### src/rtl/axi_lite_pkg.sv
// Shared AXI4-lite definitions for the data-memory arbiters.
// Contents: response codes and the arbiter state encoding.
package axi_lite_pkg;

  localparam logic [1:0] OKAY   = 2'b00;
  localparam logic [1:0] EXOKAY = 2'b01;
  localparam logic [1:0] SLVERR = 2'b10;
  localparam logic [1:0] DECERR = 2'b11;

  typedef enum logic [1:0] {
    IDLE = 2'd0,
    WR   = 2'd1,
    RD   = 2'd2
  } arb_state_t;

endpackage

### src/rtl/rr_pick2.sv
// Two-way round-robin pick, purely combinational.
// Ports:
//   req[1:0]  - request per requester
//   last_id   - index of the requester served most recently
//   gnt_valid - at least one request is present
//   gnt_id    - chosen requester; on a tie the one that was not served last
module rr_pick2 (
  input  logic [1:0] req,
  input  logic       last_id,
  output logic       gnt_valid,
  output logic       gnt_id
);

  always_comb begin
    gnt_valid = |req;
    gnt_id    = 1'b0;
    case (req)
      2'b01:   gnt_id = 1'b0;
      2'b10:   gnt_id = 1'b1;
      2'b11:   gnt_id = ~last_id;
      default: gnt_id = 1'b0;
    endcase
  end

endmodule

### src/rtl/axi_lite_arb2.sv
// Two-master to one-slave AXI4-lite arbiter. A whole transaction (AR+R or
// AW+W+B) is granted to one master at a time, round-robin between masters,
// with at most one transaction outstanding toward the slave. All forwarding
// is combinational from the registered grant and phase-done flags.
//
// Ports:
//   clk, rstn          - clock, synchronous active-low reset
//   m_aw*/m_w*/m_b*    - two master write channels, master i at [i*W +: W]
//   m_ar*/m_r*         - two master read channels
//   s_aw*..s_r*        - single AXI4-lite master port toward the memory
//   grant_valid        - a transaction is in progress
//   grant_id           - index of the granted master
//
// state | meaning
// IDLE  | no grant; pick a master from the current requests
// WR    | write granted: AW and W forwarded independently, then B
// RD    | read granted: AR forwarded, then R
module axi_lite_arb2 #(
  parameter int AWIDTH = 32,
  parameter int DWIDTH = 32
) (
  input  logic                    clk,
  input  logic                    rstn,
  input  logic [1:0]              m_awvalid,
  input  logic [2*AWIDTH-1:0]     m_awaddr,
  input  logic [5:0]              m_awprot,
  output logic [1:0]              m_awready,
  input  logic [1:0]              m_wvalid,
  input  logic [2*DWIDTH-1:0]     m_wdata,
  input  logic [2*(DWIDTH/8)-1:0] m_wstrb,
  output logic [1:0]              m_wready,
  output logic [1:0]              m_bvalid,
  output logic [3:0]              m_bresp,
  input  logic [1:0]              m_bready,
  input  logic [1:0]              m_arvalid,
  input  logic [2*AWIDTH-1:0]     m_araddr,
  input  logic [5:0]              m_arprot,
  output logic [1:0]              m_arready,
  output logic [1:0]              m_rvalid,
  output logic [2*DWIDTH-1:0]     m_rdata,
  output logic [3:0]              m_rresp,
  input  logic [1:0]              m_rready,
  output logic                    s_awvalid,
  output logic [AWIDTH-1:0]       s_awaddr,
  output logic [2:0]              s_awprot,
  input  logic                    s_awready,
  output logic                    s_wvalid,
  output logic [DWIDTH-1:0]       s_wdata,
  output logic [DWIDTH/8-1:0]     s_wstrb,
  input  logic                    s_wready,
  input  logic                    s_bvalid,
  input  logic [1:0]              s_bresp,
  output logic                    s_bready,
  output logic                    s_arvalid,
  output logic [AWIDTH-1:0]       s_araddr,
  output logic [2:0]              s_arprot,
  input  logic                    s_arready,
  input  logic                    s_rvalid,
  input  logic [DWIDTH-1:0]       s_rdata,
  input  logic [1:0]              s_rresp,
  output logic                    s_rready,
  output logic                    grant_valid,
  output logic                    grant_id
);
  import axi_lite_pkg::*;

  localparam int SW = DWIDTH / 8;

  arb_state_t state;
  logic       last_id;
  logic       aw_done, w_done, ar_done;
  logic [1:0] req;
  logic       pick_valid, pick_id;
  logic       wr_act, rd_act;

  // wvalid alone does not open a transaction; only an address phase does
  assign req = m_awvalid | m_arvalid;

  rr_pick2 u_pick (
    .req       (req),
    .last_id   (last_id),
    .gnt_valid (pick_valid),
    .gnt_id    (pick_id)
  );

  // Gating with rstn keeps every valid/ready low while reset is held,
  // not just from the first reset edge onward.
  assign wr_act = rstn && (state == WR);
  assign rd_act = rstn && (state == RD);

  // Responses are fanned out to both masters; only the granted one sees valid.
  assign m_bresp = {2{s_bresp}};
  assign m_rresp = {2{s_rresp}};
  assign m_rdata = {2{s_rdata}};

  always_comb begin
    s_awaddr  = m_awaddr[grant_id*AWIDTH +: AWIDTH];
    s_awprot  = m_awprot[grant_id*3 +: 3];
    s_wdata   = m_wdata[grant_id*DWIDTH +: DWIDTH];
    s_wstrb   = m_wstrb[grant_id*SW +: SW];
    s_araddr  = m_araddr[grant_id*AWIDTH +: AWIDTH];
    s_arprot  = m_arprot[grant_id*3 +: 3];
    s_awvalid = 1'b0;
    s_wvalid  = 1'b0;
    s_bready  = 1'b0;
    s_arvalid = 1'b0;
    s_rready  = 1'b0;
    m_awready = 2'b00;
    m_wready  = 2'b00;
    m_bvalid  = 2'b00;
    m_arready = 2'b00;
    m_rvalid  = 2'b00;
    if (wr_act) begin
      s_awvalid           = m_awvalid[grant_id] & ~aw_done;
      m_awready[grant_id] = s_awready & ~aw_done;
      s_wvalid            = m_wvalid[grant_id] & ~w_done;
      m_wready[grant_id]  = s_wready & ~w_done;
      // an early B from the slave is neither forwarded nor accepted
      s_bready            = m_bready[grant_id] & aw_done & w_done;
      m_bvalid[grant_id]  = s_bvalid & aw_done & w_done;
    end
    if (rd_act) begin
      s_arvalid           = m_arvalid[grant_id] & ~ar_done;
      m_arready[grant_id] = s_arready & ~ar_done;
      s_rready            = m_rready[grant_id] & ar_done;
      m_rvalid[grant_id]  = s_rvalid & ar_done;
    end
  end

  always_ff @(posedge clk) begin
    if (!rstn) begin
      state       <= IDLE;
      grant_valid <= 1'b0;
      grant_id    <= 1'b0;
      last_id     <= 1'b1;
      aw_done     <= 1'b0;
      w_done      <= 1'b0;
      ar_done     <= 1'b0;
    end else begin
      case (state)
        IDLE: begin
          if (pick_valid) begin
            grant_valid <= 1'b1;
            grant_id    <= pick_id;
            state       <= m_awvalid[pick_id] ? WR : RD;
          end
        end
        WR: begin
          if (s_awvalid && s_awready) aw_done <= 1'b1;
          if (s_wvalid && s_wready)   w_done  <= 1'b1;
          if (s_bvalid && s_bready) begin
            state       <= IDLE;
            grant_valid <= 1'b0;
            last_id     <= grant_id;
            aw_done     <= 1'b0;
            w_done      <= 1'b0;
            ar_done     <= 1'b0;
          end
        end
        RD: begin
          if (s_arvalid && s_arready) ar_done <= 1'b1;
          if (s_rvalid && s_rready) begin
            state       <= IDLE;
            grant_valid <= 1'b0;
            last_id     <= grant_id;
            aw_done     <= 1'b0;
            w_done      <= 1'b0;
            ar_done     <= 1'b0;
          end
        end
        default: state <= IDLE;
      endcase
    end
  end

endmodule

### config.mk
export PLATFORM = sky130hd
export DESIGN_NAME = axi_lite_arb2
export DESIGN_NICKNAME = d
export VERILOG_FILES = /design/src/rtl/axi_lite_pkg.sv /design/src/rtl/rr_pick2.sv /design/src/rtl/axi_lite_arb2.sv
export SDC_FILE = /design/constraint.sdc
export NUM_CORES = 1
export LEC_CHECK = 0
export CAP_MARGIN = 15
export CORE_AREA = 2 2 178 180
export CTS_BUF_LIST = sky130_fd_sc_hd__clkbuf_2
export CTS_CLUSTER_DIAMETER = 50
export CTS_CLUSTER_SIZE = 28
export DETAILED_ROUTE_END_ITERATION = 8
export DIE_AREA = 0 0 180 182
export MAX_ROUTING_LAYER = met4
export SLEW_MARGIN = 20
export SYNTH_ARGS = -nofsm -noshare
export SYNTH_HDL_FRONTEND = slang
export SYNTH_SLANG_ARGS = --single-unit
### constraint.sdc
create_clock -name clk -period 2.8 [get_ports clk]
set_input_delay 0.56 -clock clk [delete_from_list [all_inputs] [get_ports clk]]
set_output_delay 0.56 -clock clk [all_outputs]
set_load 0.1 [all_outputs]
==> impl_results.md, run 1 <==
* Status: finished, final reports clean
* Initial antenna violation count at 2
* Startpoint types: input pin
* Worst-margin pin slew at approximately 0.58 ns
* I/O pins at 460
* Post-synthesis sequential area ratio at under 10%
* Worst Hold Class: flop to flop
* Die area at between 30,000 and 40,000 um^2
* Vias in the first global route at roughly 3,500
* GPL Wtd Cong at 0.7264
* Worst Setup Slack, final at approximately 0.12 ns
* Post-synthesis xor/xnor area fraction at 0%
* Root Driver: clkbuf_2
* Simple-gate share of the synthesized area at under 10%
* Critical Path Sink Type: primary output
* Clk slew on worst S/H paths at about 0.1 ns
* Synth Flop Type: dfxtp_1
* Fmax achieved at roughly 0.37 GHz
* Critical path peak fanout at 8
* Worst skew pair latency at around 0.25 ns
* Vias at 3,156
* Final setup vio count at 0
* Area growth from synthesis to layout at 196.9%
* Die Wd at roughly 180 um
* Mapped Cells at roughly 270
* Peak supply drop at about 0.00033 V
* DRT Pass-1 Iters at 4
* Tmin final at 2.679 ns
* Hold Crit Depth at 2
* Port buffer count at 351
* Yosys top cell area share at about half
* CP Data Required Time at 2.24 ns
* Clk sinks at 8
* Worst Path Arrival at between 2 and 2.5 ns
* P_leak at around 2.7 nW
* Post-synthesis mux area share at 51.91%
* Total global routing track utilization at under 10%
* Final Max Tran Viols at 0
* # DRC at 0
* Core Util, Final at 23.58%
* Post-synth cell types at 35
* First-pass GRT wire length at ~23 mm
* Post-Syn Area at roughly 2500 um^2
* Mapped Nets at around 540
* CTS-repair resized insts at 0
* Max Cap Violations at 0
* Die Y at 182 um
* DR iter-0 viols at just under 90
* Worst R2R Path Depth at 4
* Post-synth top area cell: mux2_2
* Hold buffers post-CTS at 0
* Relative slew slack at between 60% and 70%
* Post-Syn Area per Cell at ~9.0 um^2
* Design Area, Final at 7307 um^2
* Ratio of cells with drive above 1 in the final layout at between 40% and 50%
* Fraction of the mapped netlist area in adder cells at under 10%
* Synth async-reset ratio at 0%
* WHS at ~0.50 ns
* Most numerous cell in the Yosys netlist: mux2_2
* List of most frequent post-synthesis cells: 106 x mux2_2, 73 x buf_4
* H-tree depth at 1
* RSZ-0062 raised after global routing: false
* Clock tree buffer depth at 2
* Setup bufs post-CTS at 0
* Flop2flop setup slack at about 0.77 ns
* Fin crit share at about 96%
* Critical hold path startpoint: grant_valid$_SDFFE_PN0P_
* Detailed-route wire length per cell at 17.45 um
* Hpwl dp at 15.09 mm
* Seq cells post-synth at 8
* Post-synthesis compound-gate area fraction at about 6.5%
* Post-DRT Antenna Nets at 0
* Worst reg2reg endpoint: state[1]$_SDFFE_PN0P_
* GR Overflow Total at 0
* Pwr Density at 727.7 nW/um^2
* Hold Path End: grant_valid$_SDFFE_PN0P_
* Largest family of logic cells by synthesized area: multiplexers
* Routed vias/inst at 3.305
* Final net count at 821
* Placed cells at 950
* Reg-to-Reg Start: grant_id$_SDFFE_PN0P_
* Largest net degree at the start of global routing at 38
* Post-Place Worst Slack at roughly 0.13 ns
* Placed cell area at approximately 7300 um^2
* YS warnings at 0
* Clk_skew at approximately 0.014 ns
* Fin cells at between 900 and 1,000
* Initial Utilization at slightly below 8%
* Row Count at 65
* DRT Wirelength at 16.66 mm
* CTS tree: built
* Post-synth EDFFs at 0
* Critical path type: input pin to primary output
* Clock buffer count from CTS at 3
* Core footprint at just over 30,000 um^2
* Hold Fails Final Rpt at 0
* Main area contributors after synthesis: mux2_2 49%, buf_4 22%, dfxtp_1 6.5%
power by group:
| part | switching [mW] | total (mW) | internal [mW] |
|---|---|---|---|
| combinational | 3.06 | 4.96 | 1.91 |
| sequential | 0.111 | 0.268 | 0.157 |
| clock | 0.0467 | 0.0846 | 0.0379 |
layout by cell type, fill, tap and decap left out, types with 2 or more instances in the layout:
master and instances:
clkdlybuf4s50_1 228, buf_12 124, mux2_2 106, nand2_1 8, buf_4 8, mux2i_1 7
dfxtp_1 7, inv_1 6, nor3_4 5, nand3_1 4, o211ai_1 4, clkbuf_2 4
nor2_1 3, and3_1 3, nor2_4 3, ha_1 3, nor2_2 2, nor3_2 2
nand2b_1 2, o21ai_0 2, o32ai_1 2, nor4b_1 2
how the worst max path moves through the flow:
stage,start,endpoint,slack [ns],depth (start not counted)
5_1_grt,rstn,m_arready[0],0.07,5
6_report,rstn,m_arready[0],0.12,5
2_1_floorplan,rstn,m_wready[0],-0.07,3
3_3_place_gp,rstn,m_arready[0],0.14,5
4_1_cts,rstn,m_awready[1],0.13,4
3_5_place_dp,rstn,state[0]$_SDFFE_PN0P_,0.13,6
state kept, by name (all words and copies together), names as in the netlist:
| signal | flops |
|---|---|
| state | 2 |
| grant_id | 1 |
| grant_valid | 1 |
| last_id | 1 |
| w_done | 1 |
| ar_done | 1 |
| aw_done | 1 |
cell families (layout without fill, tap and decap cells):
family	count (synthesis)	count (layout)
muxes	114	114
buffers and inverters	92	370
and+or+nand+nor	39	39
AOI/OAI and AO/OA	18	18
DFF	8	8
adders and majority gates	3	3
other	0	1
metal layers:
layer | vias up | track usage [%] | share of wire [%] | wire length [um]
met5 | - | - | 0 | 0
met4 | 0 | 2.081 | 1.8 | 301
met3 | 27 | 3.049 | 9.4 | 1562
met2 | 279 | 17.93 | 51 | 8563
met1 | 1384 | 10.75 | 37 | 6232
li1 | 1466 | - | - | -
per-stage QoR:
stage / total power [mW] / TNS [ns]
after global routing: 5.493 / 0
after detailed placement: 5.286 / 0
after floorplan: 3.800 / -0.1022
after global placement: 5.270 / 0
final: 5.317 / 0
after CTS: 5.388 / 0
final cells by class:
| type | count | area, um^2 |
|---|---|---|
| Clock buffer | 4 | 20.02 |
| Fill cell | 3289 | 23680 |
| Tap cell | 402 | 503.0 |
| Antenna cell | 1 | 2.502 |
| Sequential cell | 8 | 163.9 |
| Timing Repair Buffer | 360 | 4825 |
| Inverter | 6 | 22.52 |
| Multi-Input combinational cell | 174 | 1770 |
worst max-delay path, stage by stage:
cell and delay (ns):
clkdlybuf4s50_1 0.77, nand2_1 0.23, nor2_1 0.15, and3_1 0.22, buf_12 0.18
No activity file was read; power rests on OpenSTA's default activity.
==> run 2, diff against run 1 <==
clock period = 3.2 ns   (was 2.8 ns; I/O delays follow)
==> run 2 against run 1 <==
  * Flip-flop and latch count unchanged
  * Sequential share of layout area rose by 0.19 points
  * Setup slack improved by 0.25 ns
  * Largest power group unchanged
  * Highest routed layer unchanged
==> impl_results.md, run 2 (same netlist as run 1, synthesis figures left out) <==
* Area growth from synthesis to layout at 173.9%
* Slowest cell on crit path: clkdlybuf4s50_1
* Most frequent cells in the layout: 228 x clkdlybuf4s50_1, 106 x mux2_2, 85 x buf_12, 43 x buf_4, 8 x nand2_1
* # DRC at 0
* GR Overflow Total at 0
* CTS tree: built
* Relative slew slack at between 60% and 70%
* Die Wd at around 180 um
* Critical Path Sink Type: primary output
* Fin crit share at 88.38%
* Row Count at between 60 and 70
* I/O pins at between 400 and 500
* Most common cell after layout, fill and taps aside: clkdlybuf4s50_1
* Crit path buf inv count at 2
* Routed vias/inst at around 3.3
* Fmax achieved at between 0.3 and 0.4 GHz
* Vias in the first global route at between 3,000 and 4,000
* Pint at 1.594 mW
* CP Data Required Time at 2.56 ns
* Worst-margin pin slew at approximately 0.54 ns
* Combinational power share at around 93%
* Port buffer count at 351
* Status: finished, final reports clean
* Critical path peak fanout at 8
* DRT Pass-1 Iters at 4
* Final net count at between 800 and 900
* GR Util met3 at ~2.8%
* Pwr Density at between 600 and 700 nW/um^2
* Clock buffer count from CTS at 3
* Initial antenna violation count at 1
* Peak supply drop at between 0.0003 and 0.0004 V
* Final setup vio count at 0
* Ratio of cells with drive above 1 in the final layout at between 40% and 50%
* Critical path's top delay family: buffers and inverters
* Worst Hold Class: flop to flop
* Clock tree buffer depth at 2
* Detailed-route wire length per cell at between 15 and 20 um
* Worst path max stage delay at 0.63 ns
* Root Driver: clkbuf_2
* Worst Setup EP: m_awready[0]
* CP Depth at 4
* Net Sw Power at between 2 and 3 mW
* Die Y at between 150 and 200 um
* Tmin final at about 2.8 ns
* Post-DRT Antenna Nets at 0
* H-tree depth at 1
* Setup bufs post-CTS at 0
* Hpwl dp at around 15 mm
* Final Max Tran Viols at 0
* Global Route met2 Usage at between 10% and 20%
* Worst R2R Path Depth at 5
* Clk_skew at between 0.008 and 0.009 ns
* Worst path cell trace: clkdlybuf4s50_1 -> nand2_1 -> nor3_1 -> buf_12
* Worst skew pair latency at approximately 0.26 ns
* Met1 Use GR at 9.894%
* Critical path type: input pin to primary output
* Hold buffers post-CTS at 0
* RSZ-0062 raised after global routing: false
* Startpoint types: input pin
* Hold Fails Final Rpt at 0
* P_leak at 2.528 nW
* Worst Path Arrival at roughly 2.2 ns
* Die area at approximately 33,000 um^2
* DRT Wirelength at approximately 16 mm
* Worst reg2reg endpoint: w_done$_SDFFE_PN0P_
* Max Cap Violations at 0
* First-pass GRT wire length at about 23 mm
* Clk slew on worst S/H paths at 0.10 ns
* CP Launch Point: rstn
* Sequential power share at under 10%
* Clock network power share at approximately 1.8%
* Vias at roughly 3,200
* Fin cells at ~950
* Placed cell area at 6718 um^2
* DR iter-0 viols at 63
* Initial Utilization at roughly 8%
* Placed cells at around 950
* Reg-to-Reg Start: grant_id$_SDFFE_PN0P_
* Design Area, Final at a little under 7000 um^2
* Most flops, register: state
* Largest net degree at the start of global routing at 47
* Largest register FFs at 2
* GPL Wtd Cong at 0.7696
* Switching share of power at 63.27%
* Clk sinks at 8
* Flop2flop setup slack at ~1.1 ns
* Top Usage Layer GRT: met2
* Core footprint at approximately 31,000 um^2
* CTS-repair resized insts at 0
* Total global routing track utilization at about 9.7%
run 2: cell count changes in the layout (fill, tap and decap cells not counted), sizes merged:
cell / delta
buf: -4
run 2: cell type report:
cell class	count	area, um^2
Multi-Input combinational cell	174	1722
Antenna cell	1	2.502
Inverter	6	22.52
Tap cell	402	503.0
Sequential cell	8	163.9
Timing Repair Buffer	356	4307
Fill cell	3331	24250
Clock buffer	4	20.02
run 2: power by group through the flow:
| stage | Sequential [mW] | Combinational, mW | Clock [mW] |
|---|---|---|---|
| 3_3_place_gp | 0.236 | 4.08 | 0 |
| 6_report | 0.227 | 4.04 | 0.0766 |
| 3_5_place_dp | 0.235 | 4.08 | 0 |
| 4_1_cts | 0.234 | 4.09 | 0.0767 |
| 2_1_floorplan | 0.220 | 3.08 | 0 |
| 5_1_grt | 0.243 | 4.17 | 0.0806 |
run 2: metrics by stage:
stage / setup WS (ns) / TNS [ns] / utilization, % / hold WS (ns) / power, mW
6_report: 0.3718 / 0 / 21.75 / 0.4828 / 4.340
5_1_grt: 0.2382 / 0 / 21.75 / 0.5127 / 4.493
4_1_cts: 0.3647 / 0 / 21.74 / 0.4859 / 4.402
3_5_place_dp: 0.3657 / 0 / 21.68 / 0.4697 / 4.319
3_3_place_gp: 0.3711 / 0 / 21.68 / 0.4645 / 4.312
2_1_floorplan: -0.8593 / -2.686 / - / 0.4742 / 3.299
run 2: worst min-delay path by stage:
| stage | start | end | slack [ns] | cells past startpoint |
|---|---|---|---|---|
| 6_report | grant_valid$_SDFFE_PN0P_ | grant_valid$_SDFFE_PN0P_ | 0.48 | 2 |
| 4_1_cts | grant_valid$_SDFFE_PN0P_ | grant_valid$_SDFFE_PN0P_ | 0.49 | 2 |
| 3_3_place_gp | grant_valid$_SDFFE_PN0P_ | grant_valid$_SDFFE_PN0P_ | 0.46 | 2 |
| 2_1_floorplan | state[0]$_SDFFE_PN0P_ | state[0]$_SDFFE_PN0P_ | 0.47 | 2 |
| 5_1_grt | grant_valid$_SDFFE_PN0P_ | grant_valid$_SDFFE_PN0P_ | 0.51 | 2 |
| 3_5_place_dp | grant_valid$_SDFFE_PN0P_ | grant_valid$_SDFFE_PN0P_ | 0.47 | 2 |
run 2: layer usage:
metal  vias up  part of all wire (%)  wire, um
met5         -                     0         0
met4         0                   2.2       363
met3        36                   9.0      1476
met2       269                    53      8684
met1      1401                    36      5817
li1       1460                     -         -
run 2: worst register-to-register path: cells and delay by family, from the launching register on:
family	cells	cell delay (ns)
compound gates	1	0.22
mux	2	0.63
simple gates	1	0.11
buf+inv	1	0.31
flops	1	0.72
